$ cat config.mk
export PLATFORM = sky130hd
export DESIGN_NAME = dmem_arbiter
export DESIGN_NICKNAME = d
export VERILOG_FILES = /design/src/rtl/dmem_arbiter.sv
export SDC_FILE = /design/constraint.sdc
export NUM_CORES = 1
export LEC_CHECK = 0
export BUFFER_PORTS_ARGS = -buffer_cell sky130_fd_sc_hd__buf_2
export CORE_AREA = 2 2 108 110
export CTS_CLUSTER_DIAMETER = 50
export DETAILED_ROUTE_END_ITERATION = 10
export DIE_AREA = 0 0 110 112
export GPL_TIMING_DRIVEN = 1
export SLEW_MARGIN = 20
export SYNTH_ARGS = -nofsm -noshare
export SYNTH_HDL_FRONTEND = slang
export SYNTH_SLANG_ARGS = --single-unit
$ cat constraint.sdc
create_clock -name Clk_Core -period 3.5 [get_ports Clk_Core]
set_clock_uncertainty 0.2 [all_clocks]
set_input_delay 0.525 -clock Clk_Core [delete_from_list [all_inputs] [get_ports Clk_Core]]
set_output_delay 0.525 -clock Clk_Core [all_outputs]
set_load 0.01 [all_outputs]
$ cat src/rtl/dmem_arbiter.sv
// Two-port round-robin arbiter (with bounded lock) in front of a single-port,
// byte-writable data memory; out-of-range requests are answered with an error.
module dmem_arbiter #(
  parameter int unsigned MEM_SIZE = 256,
  parameter int unsigned LOCK_MAX = 8
) (
  input  logic        Clk_Core,
  input  logic        Rst_Core,
  input  logic [1:0]  Req_Valid,
  input  logic [1:0]  Req_Lock,
  input  logic [1:0]  Req_Read,
  input  logic [63:0] Req_Addr,
  input  logic [63:0] Req_Wdata,
  input  logic [7:0]  Req_Wstrb,
  output logic [1:0]  Req_Gnt,
  output logic [1:0]  Rsp_Valid,
  output logic        Rsp_Err,
  output logic [31:0] Rsp_Rdata,
  output logic        Read_Ctrl,
  output logic [3:0]  Write_Ctrl,
  output logic [31:0] Mem_Data_Address,
  output logic [31:0] Mem_Data_Write,
  input  logic [31:0] Mem_Data_Read
);

  localparam int unsigned CNT_W = (LOCK_MAX > 1) ? $clog2(LOCK_MAX) : 1;
  localparam logic [32:0] ADDR_LIMIT = 33'(MEM_SIZE) << 2;
  localparam logic [CNT_W-1:0] CNT_LAST = CNT_W'(LOCK_MAX - 1);

  logic             rr_last_q, rr_last_d;
  logic             lock_act_q, lock_act_d;
  logic             lock_port_q, lock_port_d;
  logic [CNT_W-1:0] lock_cnt_q, lock_cnt_d;
  logic [1:0]       rsp_valid_q, rsp_valid_d;
  logic             rsp_err_q, rsp_err_d;
  logic             rsp_is_read_q, rsp_is_read_d;

  logic             lock_hit, gnt_any, gnt_port, in_range, mem_go, keep_lock;
  logic             sel_read, sel_lock;
  logic [31:0]      sel_addr, sel_wdata;
  logic [3:0]       sel_wstrb;
  logic [CNT_W-1:0] base_cnt;

  // Arbitration: live lock owner first, then round-robin, then the lone requester
  always_comb begin
    gnt_any  = 1'b0;
    gnt_port = 1'b0;
    lock_hit = lock_act_q && Req_Valid[lock_port_q];
    if (!Rst_Core) begin
      if (lock_hit) begin
        gnt_any  = 1'b1;
        gnt_port = lock_port_q;
      end else if (&Req_Valid) begin
        gnt_any  = 1'b1;
        gnt_port = ~rr_last_q;
      end else if (Req_Valid[0]) begin
        gnt_any  = 1'b1;
        gnt_port = 1'b0;
      end else if (Req_Valid[1]) begin
        gnt_any  = 1'b1;
        gnt_port = 1'b1;
      end
    end
  end

  assign sel_addr  = gnt_port ? Req_Addr[63:32]  : Req_Addr[31:0];
  assign sel_wdata = gnt_port ? Req_Wdata[63:32] : Req_Wdata[31:0];
  assign sel_wstrb = gnt_port ? Req_Wstrb[7:4]   : Req_Wstrb[3:0];
  assign sel_read  = Req_Read[gnt_port];
  assign sel_lock  = Req_Lock[gnt_port];
  assign in_range  = {1'b0, sel_addr} < ADDR_LIMIT;
  assign mem_go    = gnt_any && in_range;

  assign Req_Gnt          = gnt_any ? (gnt_port ? 2'b10 : 2'b01) : 2'b00;
  assign Read_Ctrl        = mem_go && sel_read;
  assign Write_Ctrl       = (mem_go && !sel_read) ? sel_wstrb : 4'h0;
  assign Mem_Data_Address = mem_go ? sel_addr : 32'h0;
  assign Mem_Data_Write   = (mem_go && !sel_read) ? sel_wdata : 32'h0;

  // A grant to a port that was not the live lock owner starts a fresh lock run
  always_comb begin
    base_cnt      = lock_hit ? lock_cnt_q : '0;
    keep_lock     = gnt_any && sel_lock && (base_cnt < CNT_LAST);
    lock_act_d    = keep_lock;
    lock_port_d   = keep_lock ? gnt_port : 1'b0;
    lock_cnt_d    = keep_lock ? base_cnt + CNT_W'(1) : '0;
    rr_last_d     = gnt_any ? gnt_port : rr_last_q;
    rsp_valid_d   = Req_Gnt;
    rsp_err_d     = gnt_any && !in_range;
    rsp_is_read_d = mem_go && sel_read;
  end

  always_ff @(posedge Clk_Core) begin
    if (Rst_Core) begin
      rr_last_q     <= 1'b1;
      lock_act_q    <= 1'b0;
      lock_port_q   <= 1'b0;
      lock_cnt_q    <= '0;
      rsp_valid_q   <= 2'b00;
      rsp_err_q     <= 1'b0;
      rsp_is_read_q <= 1'b0;
    end else begin
      rr_last_q     <= rr_last_d;
      lock_act_q    <= lock_act_d;
      lock_port_q   <= lock_port_d;
      lock_cnt_q    <= lock_cnt_d;
      rsp_valid_q   <= rsp_valid_d;
      rsp_err_q     <= rsp_err_d;
      rsp_is_read_q <= rsp_is_read_d;
    end
  end

  // Memory read data is only meaningful in the cycle after an in-range load
  assign Rsp_Valid = rsp_valid_q;
  assign Rsp_Err   = rsp_err_q;
  assign Rsp_Rdata = rsp_is_read_q ? Mem_Data_Read : 32'h0;

endmodule

==> impl_metrics.tcl, run 1 <==
set metrics [dict create \
    status "complete, no violations" \
    cp_slowest_cell "or4_4" \
    dp_hpwl_microns 7680 \
    grt_usage_pct 13.2 \
    floorplan.io_pins 282 \
    nFillCells 1262 \
    worst_setup_path_end_kind "output pin" \
    cpMostUsedCell "buf_2" \
    p_per_area_nw_per_um2 147 \
    cts.sinks 10 \
    final_common_cell "buf_2" \
    htree_num_levels 1 \
    dieArea_sq_um 12300 \
    max_freq_mhz 303 \
    layout.nets 689 \
    routed_wl_microns 8910 \
    clk_latency_ns 0.23 \
    rows 39 \
    clk_pin_slew_worst_paths_ns 0.04 \
    num_vias 2776 \
    die_y_microns 112 \
    layout-drive-gt1-share_pct 59.6 \
    crit_fanout 36 \
    clk_path_buf_depth 2 \
    max-vdd-ir-drop_mv 0.126 \
    clock-root-buffer "clkbuf_16" \
    p_leak_uw 0.00197 \
    grt_max_degree 39 \
    grt_pass1_vias 2602 \
    drt_iter0_markers 88 \
    yosys_warnings 0 \
    synth_area_sq_um 2050 \
    max-cap-violations 0 \
    final_cell_mix "buf_2 (259), inv_1 (43), nand2b_1 (40)" \
    wire_per_inst_microns 13.6 \
    rsz0062_at_grt "false" \
    initial_utilization_pct 18.4 \
    finalHoldViolations 0 \
    syn_avg_cell_area_sq_um 7.77 \
    port_buffers 259 \
    diodes 0 \
    postRouteAntennaNets 0 \
    fin_setup_tns_ns 0 \
    gp_congestion 0.772 \
    grt_pass1_wl_microns 12800 \
    ys_seq_area_share_pct 9.76 \
    start_kind "input port" \
    cp.arrival_ns 2.57 \
    slew_violations 0 \
    syn2layout_area_growth_pct 68.5 \
    grt-ovfl-total 0 \
    drc_errors 0 \
    cts_resized 0 \
    worst_slew_pin_slew_ns 0.744 \
    post-cts-setup-buffers 0 \
    post-route-cell-area_sq_um 3460 \
    critical_path.cell_chain "buf_2 -> or4_4 -> nor4_2 -> or3b_2 -> buf_12 -> o32ai_1 -> buf_2" \
    coreArea_sq_um 11200 \
    min_path_type "flip-flop to flip-flop" \
    required_ns 2.77 \
    max_stage_delay_ns 0.54 \
    viasPerCell 4.25 \
    crit_type "input port to output pin" \
    cts_buffers 3 \
    cts_tree "done" \
    dieWidth_microns 110 \
    synth.distinct_cells 33 \
    synth-seq-cells 10 \
    min_period_ns 3.30 \
    netlist_instances 264 \
    holdBufCountCts 0 \
    placed_area_sq_um 3380 \
    dr.pass1.iters 4 \
    fin_crit_sh_pct 94.2 \
    finalSetupViolations 0 \
    antenna_found_initial 0 \
    max_slew_margin_pct 50.3 \
]
==> metrics by stage <==
step,hold WS (ns),setup slack (ns),std cells,util [%],power (uW)
2_1_floorplan,0.308,0.585,285,-,217
3_3_place_gp,0.344,0.249,650,30.3,311
3_5_place_dp,0.348,0.221,650,30.3,312
4_1_cts,0.353,0.194,653,30.9,514
5_1_grt,0.400,0.0853,653,30.9,542
6_report,0.355,0.203,653,30.9,509
==> final timing paths <==
kind	endpoint	slack [ns]	from	depth (start not counted)
hold reg to reg	rr_last_q	0.35	rr_last_q	2
hold / removal	rr_last_q	0.35	rr_last_q	2
setup reg to reg	rsp_is_read_q	1.81	lock_act_q	5
setup / recovery	Write_Ctrl[3]	0.20	Req_Addr[25]	7
==> area by class of cell <==
| type | instances | area [sq um] | share of cell area [%] |
|---|---|---|---|
| inverters | 43 | 161 | 4.67 |
| multi-input cells | 190 | 1500 | 43.2 |
| clock buffers | 3 | 75.1 | 2.17 |
| repair buffers | 264 | 1350 | 38.9 |
| well taps | 143 | 179 | 5.18 |
| flip-flops and latches | 10 | 200 | 5.79 |
==> critical path: cells and delay by family <==
kind,cells,cell delay (ns)
AND/OR/NAND/NOR,3,1.31
AO/OA/AOI/OAI,1,0.24
buffers and inverters,3,0.47
==> kinds of logic (layout without fill, tap and decap cells) <==
kind of cell | count (synthesis) | after routing | share of synthesized area (%)
buffers and inverters | 85 | 310 | 21.7
and+or+nand+nor | 109 | 109 | 32.9
xor gates and xnor gates | 1 | 1 | 0.427
AOI/OAI and AO/OA | 56 | 56 | 33.9
DFF | 10 | 10 | 9.76
adders and majority gates | 1 | 1 | 0.610
other | 1 | 22 | 0.183
muxes | 1 | 1 | 0.549
==> routing by layer <==
| layer | up-vias | share of wire [%] | GRT usage, % |
|---|---|---|---|
| met1 | 1226 | 35 | 13.6 |
| met5 | - | 0 | 0 |
| li1 | 1375 | - | - |
| met3 | 9 | 10 | 2.05 |
| met4 | 0 | 1.4 | 2.87 |
| met2 | 166 | 54 | 26.9 |
==> synthesized netlist by cell type <==
library cell,instances,share of area (%)
inv_1,43,7.9
nand2b_1,40,12
and2_1,32,9.8
o32ai_2,30,24
buf_4,22,8.0
clkbuf_1,14,2.6
a22o_1,12,5.1
nor4_1,11,3.4
dfxtp_1,10,9.8
o32ai_1,7,3.0
nor2_1,6,1.1
and3_1,3,0.91
buf_8,3,2.2
nand2_1,3,0.55
nand3_1,3,0.73
nand4_1,3,0.91
a21oi_1,2,0.49
a31oi_1,2,0.61
buf_2,2,0.49
nor3b_1,2,0.73
o21ai_0,2,0.49
buf_6,1,0.55
conb_1,1,0.18
ha_1,1,0.61
mux2_2,1,0.55
nand3b_1,1,0.37
nor4_2,1,0.61
o221ai_1,1,0.43
or2_2,1,0.31
or3b_1,1,0.43
or4_1,1,0.37
or4_4,1,0.55
xor2_1,1,0.43
==> flip-flops by register name (all words and copies together) (netlist names) <==
name	cells
rr_last_q	1
Rsp_Err	1
lock_act_q	1
Rsp_Valid	2
lock_cnt_q	3
rsp_is_read_q	1
lock_port_q	1
==> power by group <==
group	internal [uW]	leakage, uW	total, uW	switching [uW]
clock network	148	0.0000370	201	52.4
logic	97.4	0.00185	186	88.2
registers	120	0.0000821	123	3.07
No activity file was read; power rests on OpenSTA's default activity.
==> run 2: changes to the inputs <==
RECOVER_POWER = 50   (was unset)
==> impl_metrics.tcl, run 2 (synthesis gave the netlist of run 1 again) <==
set metrics [dict create \
    status "complete, no violations" \
    dp_hpwl_microns 7680 \
    r2r-end "rsp_is_read_q" \
    crit_type "input port to output pin" \
    p_leak_uw 0.00187 \
    initial_utilization_pct 18.4 \
    total_power_uw 507 \
    rows 39 \
    antenna_found_initial 0 \
    gp_congestion 0.772 \
    fin_crit_sh_pct 94.2 \
    critical_path.cell_chain "buf_2 -> or4_4 -> nor4_2 -> or3b_2 -> buf_12 -> o32ai_1 -> buf_2" \
    required_ns 2.77 \
    post-cts-setup-buffers 0 \
    clk_latency_ns 0.23 \
    rrSetupSlack_ns 1.81 \
    worst_slew_pin_slew_ns 0.750 \
    max_slew_margin_pct 49.9 \
    r2r-start "lock_act_q" \
    final_cell_mix "buf_2 (239), inv_1 (43), nand2b_1 (40)" \
    cts.sinks 10 \
    post-route-cell-area_sq_um 3430 \
    wire_per_inst_microns 13.6 \
    fin_setup_tns_ns 0 \
    floorplan.io_pins 282 \
    p_per_area_nw_per_um2 148 \
    grt-ovfl-total 0 \
    die_y_microns 112 \
    htree_num_levels 1 \
    cts_buffers 3 \
    min_path_type "flip-flop to flip-flop" \
    critPathTopFamily "simple AND/OR/NAND/NOR gates" \
    cts_resized 0 \
    postRouteAntennaNets 0 \
    drt_iter0_markers 86 \
    dieArea_sq_um 12300 \
    layout-drive-gt1-share_pct 55.3 \
    finalHoldViolations 0 \
    clock-root-buffer "clkbuf_16" \
    final_common_cell "buf_2" \
    worstHoldEndpoint "rr_last_q" \
    grt_pass1_wl_microns 12800 \
    hold_depth 2 \
    cp_slowest_cell "or4_4" \
    holdBufCountCts 0 \
    coreArea_sq_um 11200 \
    max_freq_mhz 303 \
    port_buffers 259 \
    layout.nets 689 \
    cp_num_buf_inv 3 \
    drc_errors 0 \
    min_period_ns 3.30 \
    slew_violations 0 \
    dieWidth_microns 110 \
    regMostFlops "lock_cnt_q" \
    start_kind "input port" \
    dr.pass1.iters 4 \
    cpMostUsedCell "buf_2" \
    diodes 0 \
    num_vias 2778 \
    worst_setup_path_end_kind "output pin" \
    cp.arrival_ns 2.57 \
    syn2layout_area_growth_pct 67.0 \
    finalSetupViolations 0 \
    clk_pin_slew_worst_paths_ns 0.04 \
    max-vdd-ir-drop_mv 0.125 \
    grt_max_degree 39 \
    holdCritStartpoint "rr_last_q" \
    grt_pass1_vias 2602 \
    rsz0062_at_grt "false" \
    crit_fanout 36 \
    routed_wl_microns 8890 \
    max-cap-violations 0 \
    cts_tree "done" \
    grt_usage_pct 13.2 \
    placed_area_sq_um 3380 \
    clk_path_buf_depth 2 \
    largest_reg_flops 3 \
    max_stage_delay_ns 0.54 \
    rr_worst_depth 5 \
    viasPerCell 4.25 \
]
-- run 2: cell count changes in the layout (fill, tap and decap cells not counted) --
cell / before / now
mux2_2: 1 / 0
mux2_1: 0 / 1
nor3b_1: 0 / 1
and2_1: 32 / 14
clkbuf_1: 0 / 20
buf_2: 259 / 239
and2_0: 0 / 18
nor3b_2: 2 / 1
-- run 2: worst reg2reg max path, stage by stage, from the launching register on --
cell and delay [ns]:
dfxtp_1 0.43, nand2b_1 0.17, and3_1 0.30, nor3b_2 0.07, buf_4 0.18, a22o_1 0.23
-- run 2: cell type report --
class	count	area, sq um
timing repair buffer	264	1320
sequential	10	200
clock buffer	3	75.1
multi-input combinational	190	1490
inverter	43	161
tap	143	179
fill	1273	7750
-- run 2: worst max-delay path by stage --
stage | start | endpoint | slack, ns | cells after the start
after detailed placement | Req_Addr[25] | Write_Ctrl[0] | 0.22 | 7
after global routing | Req_Addr[25] | Write_Ctrl[1] | 0.09 | 7
final | Req_Addr[25] | Write_Ctrl[3] | 0.20 | 7
after global placement | Req_Addr[25] | Write_Ctrl[1] | 0.25 | 7
after CTS | Req_Addr[25] | Write_Ctrl[0] | 0.19 | 7
after floorplan | Req_Addr[25] | Mem_Data_Write[10] | 0.59 | 6
-- run 2: routing by layer --
metal  up-vias  GRT usage, %  routed length (microns)
li1       1371             -                        -
met1      1232          13.6                     3030
met2       166          26.9                     4840
met3         9          2.05                      905
met4         0          2.87                      121
met5         -             0                        0
-- run 2: report_power, final --
part	leakage [uW]	switching [uW]	total (uW)	internal [uW]
logic	0.00175	88.1	184	96.0
registers	0.0000821	3.09	123	120
clock network	0.0000370	52.2	200	148
total	0.00187	143	507	364
-- run 2: per-stage QoR --
step	util, %	std cells	setup slack, ns	hold slack (ns)
finish	30.7	653	0.203	0.354
global route	30.7	653	0.0853	0.400
CTS	30.9	653	0.194	0.353
detailed placement	30.3	650	0.221	0.348
global placement	30.3	650	0.249	0.344
floorplan	-	285	0.585	0.308
